==> src/rtl/seq_divider.sv <==
// Sequential restoring divider: one quotient bit per clock, MSB-first.
// IDLE accepts a start, RUN iterates WIDTH times, DONE pulses for one cycle with results.
module seq_divider #(
  parameter int WIDTH = 4
) (
  input  logic             clk,
  input  logic             rst,
  input  logic             start,
  input  logic [WIDTH-1:0] dividend,
  input  logic [WIDTH-1:0] divisor,
  output logic [WIDTH-1:0] quotient,
  output logic [WIDTH-1:0] remainder,
  output logic             busy,
  output logic             done,
  output logic             div_by_zero
);

  localparam int CW = (WIDTH > 2) ? $clog2(WIDTH) : 1;
  localparam logic [CW-1:0] LAST = CW'(WIDTH - 1);

  typedef enum logic [1:0] {
    IDLE = 2'd0,
    RUN  = 2'd1,
    DONE = 2'd2
  } state_t;

  state_t           state, state_nx;
  logic [WIDTH-1:0] dvd, dvs, qacc;
  logic [WIDTH-1:0] pr;
  logic [CW-1:0]    cnt;
  logic [WIDTH:0]   shifted;
  logic [WIDTH-1:0] trial, inv, pr_nx, q_nx;
  logic             carry, qbit;

  // Valid/ready: a request is taken when start=1 at a rising edge while IDLE;
  // busy marks RUN and done is the one-cycle result-valid strobe.
  assign busy = (state == RUN);
  assign done = (state == DONE);
  assign inv  = ~dvs;

  always_ff @(posedge clk or posedge rst) begin
    if (rst) state <= IDLE;
    else     state <= state_nx;
  end

  always_comb begin
    state_nx = state;
    case (state)
      IDLE: if (start) state_nx = (divisor == '0) ? DONE : RUN;
      RUN:  if (cnt == LAST) state_nx = DONE;
      DONE: state_nx = IDLE;
      default: state_nx = IDLE;
    endcase
  end

  // Trial subtraction as a ripple adder of the inverted divisor with carry-in 1.
  // The top stage sees an inverted zero, so its carry-out reduces to an OR.
  always_comb begin
    shifted = {pr, dvd[WIDTH-1]};
    trial   = '0;
    carry   = 1'b1;
    for (int i = 0; i < WIDTH; i++) begin
      trial[i] = shifted[i] ^ inv[i] ^ carry;
      carry    = (shifted[i] & inv[i]) | (carry & (shifted[i] ^ inv[i]));
    end
    qbit  = shifted[WIDTH] | carry;
    pr_nx = qbit ? trial : shifted[WIDTH-1:0];
    q_nx  = {qacc[WIDTH-2:0], qbit};
  end

  always_ff @(posedge clk or posedge rst) begin
    if (rst) begin
      dvd         <= '0;
      dvs         <= '0;
      qacc        <= '0;
      pr          <= '0;
      cnt         <= '0;
      quotient    <= '0;
      remainder   <= '0;
      div_by_zero <= 1'b0;
    end else begin
      case (state)
        IDLE: if (start) begin
          dvd         <= dividend;
          dvs         <= divisor;
          qacc        <= '0;
          pr          <= '0;
          cnt         <= '0;
          div_by_zero <= (divisor == '0);
          if (divisor == '0) begin
            quotient  <= '1;
            remainder <= dividend;
          end
        end
        RUN: begin
          pr   <= pr_nx;
          qacc <= q_nx;
          dvd  <= {dvd[WIDTH-2:0], 1'b0};
          cnt  <= cnt + CW'(1);
          // Results become visible only on the final step.
          if (cnt == LAST) begin
            quotient  <= q_nx;
            remainder <= pr_nx;
          end
        end
        default: ;
      endcase
    end
  end

endmodule

==> config.mk <==
export PLATFORM = sky130hd
export DESIGN_NAME = seq_divider
export DESIGN_NICKNAME = d
export VERILOG_FILES = /design/src/rtl/seq_divider.sv
export SDC_FILE = /design/constraint.sdc
export NUM_CORES = 1
export LEC_CHECK = 0
export CAP_MARGIN = 20
export CORE_AREA = 5 5 60 62
export CTS_CLUSTER_SIZE = 20
export DETAILED_ROUTE_END_ITERATION = 12
export DIE_AREA = 0 0 65 67
export PLACE_DENSITY = 0.7
export SYNTH_ARGS = -nofsm -noshare
export SYNTH_HDL_FRONTEND = slang
export SYNTH_SLANG_ARGS = --single-unit
==> constraint.sdc <==
create_clock -name clk -period 4.3 [get_ports clk]
set_clock_uncertainty 0.05 [all_clocks]
set_input_delay 1.29 -clock clk [delete_from_list [all_inputs] [get_ports clk]]
set_output_delay 1.29 -clock clk [all_outputs]
set_load 0.01 [all_outputs]
==> run metrics <==
Post-Synthesis Cells=137; cell leakage power=0.725 nW; Mapped Nets=around 150; DRT iter0 DRCs=between 80 and 90; Core ar.=2980 um^2; Avg Inst Size Synth=~10 um^2; reg2reg start=dvd[3]$_DFFE_PP0P_; critical path class=register to output pin; WL/cell=around 16 um; Final Setup Violations=0; Hold Crit Start=cnt[0]$_DFFE_PP0P_; TNS Setup=0 ns; Final period util=0.855; CP max FO=14; Pwr Density=roughly 740 nW/um^2; crit path launch=state[1]$_DFFE_PP0P_; clk slew on worst S/H paths=~0.16 ns; CP required=around 3 ns; Syn-to-layout area delta=19.6%; type of origin of the critical path=register; Final min period=approximately 3.7 ns; Initial Util=0.476; slowest stage delay, CP=about 0.63 ns; pin count of the biggest net entering global routing=29; Die X=around 65 um; FP Rows=20; slew margin rel.=0.562; initial antenna violation count=0; Clk Latency, worst-skew pair=between 0.3 and 0.4 ns; mapped cell area=approximately 1400 um^2; worst hold path type=register to register; Vias=around 1.1k; Peak Freq=0.272 GHz; total inserted antenna cells=0; vias in the first global route=1,063; Port Buffers=21; worst vdd ir=around 340 uV; nets=173; clock sinks=28; RSZ-0062 raised after global routing=no; GRT Total Usage=0.153; Yosys top cell area share=0.494; CTS root buffer=clkbuf_4; final wirelength=3050 um; outcome=complete, no violations; die height=approximately 67 um; fin util=0.569; crit path DAT=2.34 ns; TritonCTS clock tree=yes; Synth Register Bits=28; CP endpoint kind=output pin; Post-CTS Hold Fix Bufs=0; Placed Area=1620 um^2; postcts setup bufs=0; Vias/cell=5.60; Ys Warns=0; Synth cell types=37; Routability Congestion=~0.86; Clock Path Buffers=2; Tightest Pin Transition=roughly 0.66 ns; antenna-violating nets left=0; CTS Buf Count=3; cell taking the most area after synthesis=dfrtp_1; hpwl dp=2280 um; Max Cap Viol=0; final slew viol count=0; H-tree depth=1; top cells by area, synth=dfrtp_1 (49%), nand2_1 (6.6%), fa_1 (4.2%); grt ovf=0; Post-synth EDFFs=0; PostCTS Resize Cnt=0; Fin. Hold Viols=0; first-pass GRT wire length=between 5000 and 6000 um; crit-path cells=nand2b_1, inv_1, clkdlybuf4s50_1; dominant synthesized flop cell=dfrtp_1; share of cells above drive strength 1=0.0705; Die ar.=4360 um^2; register area share after synthesis=0.494; number of fillers in the final layout=around 270; Remaining DRCs=0; worst hold slack=about 0.47 ns; Synth async-reset ratio=1.00; Initial DRT Pass Iterations=4; Critical-path top delay cell=clkdlybuf4s50_1; Ports=22; Final Cell Area=1700 um^2
## layout by cell type, fill, tap and decap left out, drive strengths merged, types with 6 or more instances in the layout
master | netlist | layout
clkdlybuf4s50 | 0 | 21
a21oi | 10 | 10
o21ai | 11 | 11
a211oi | 6 | 6
dfrtp | 28 | 28
nor2 | 6 | 6
nand2 | 25 | 25
inv | 8 | 8
## critical path, delay by kind of cell, from the launching register on
family | cells | cell delay, ns
buffers and inverters | 2 | 1.07
flip-flops | 1 | 0.52
AND/OR/NAND/NOR | 1 | 0.42
## where the power goes
part           total, mW  internal (mW)  switching [mW]
clock              0.173         0.0943          0.0791
combinational      0.608          0.276           0.332
sequential         0.481          0.382          0.0994
## layout make-up
class,instances,area (um^2),share of cell area
Clock buffer,3,22.5,0.0133
Clock inverter,1,30.0,0.0177
Inverter,8,30.0,0.0177
Multi-Input combinational cell,94,633,0.373
Sequential cell,28,701,0.413
Tap cell,33,41.3,0.0244
Timing Repair Buffer,22,238,0.140
## cell usage after synthesis, drive strengths merged (2+ instances only)
master	instances
fa	3
o31ai	2
ha	2
o21ai	11
a31oi	2
buf	5
nand2	25
nor2	6
nor2b	3
a21oi	10
a22oi	3
clkbuf	2
dfrtp	28
a22o	2
o311ai	2
inv	8
o211ai	2
a211oi	6
## per-stage QoR
stage,setup WS [ns],cells,power (mW)
after floorplan,1.90,137,0.904
after global placement,1.11,184,1.09
after global routing,0.544,189,1.37
final,0.623,189,1.26
after detailed placement,1.05,184,1.10
after CTS,0.664,188,1.27
## state kept, by name, summed over array words and instances (netlist names)
name         count
remainder        4
dvd              4
qacc             3
div_by_zero      1
cnt              2
dvs              4
quotient         4
pr               4
state            2
## routing by layer
metal / up-vias / track usage / routed length (um)
li1: 522 / - / -
met1: 510 / 0.218 / 1470
met2: 23 / 0.240 / 1440
met3: 4 / 0.0270 / 116
met4: 0 / 0.0396 / 23
met5: - / 0 / 0
## worst paths after layout
check                      depth (start not counted)  slack, ns                  endpoint
hold reg to reg                                    1       0.47        cnt[0]$_DFFE_PP0P_
hold / removal                                     1       0.47        cnt[0]$_DFFE_PP0P_
setup / recovery                                   3       0.62                      busy
max in group asynchronous                          3       2.48  remainder[3]$_DFFE_PP0P_
min in group asynchronous                          2       1.24   quotient[2]$_DFFE_PP0P_
setup reg to reg                                   9       1.71  remainder[3]$_DFFE_PP0P_
## kinds of logic (layout without fill, tap and decap cells)
logic type,count (synthesis),after routing,synth area share
compound gates,45,45,0.215
simple gates,43,43,0.161
flops,28,28,0.494
buf+inv,15,34,0.0591
fa+ha+maj,5,5,0.0600
mux,1,1,0.0106
Note: power is estimated with default switching activity, not from simulation.
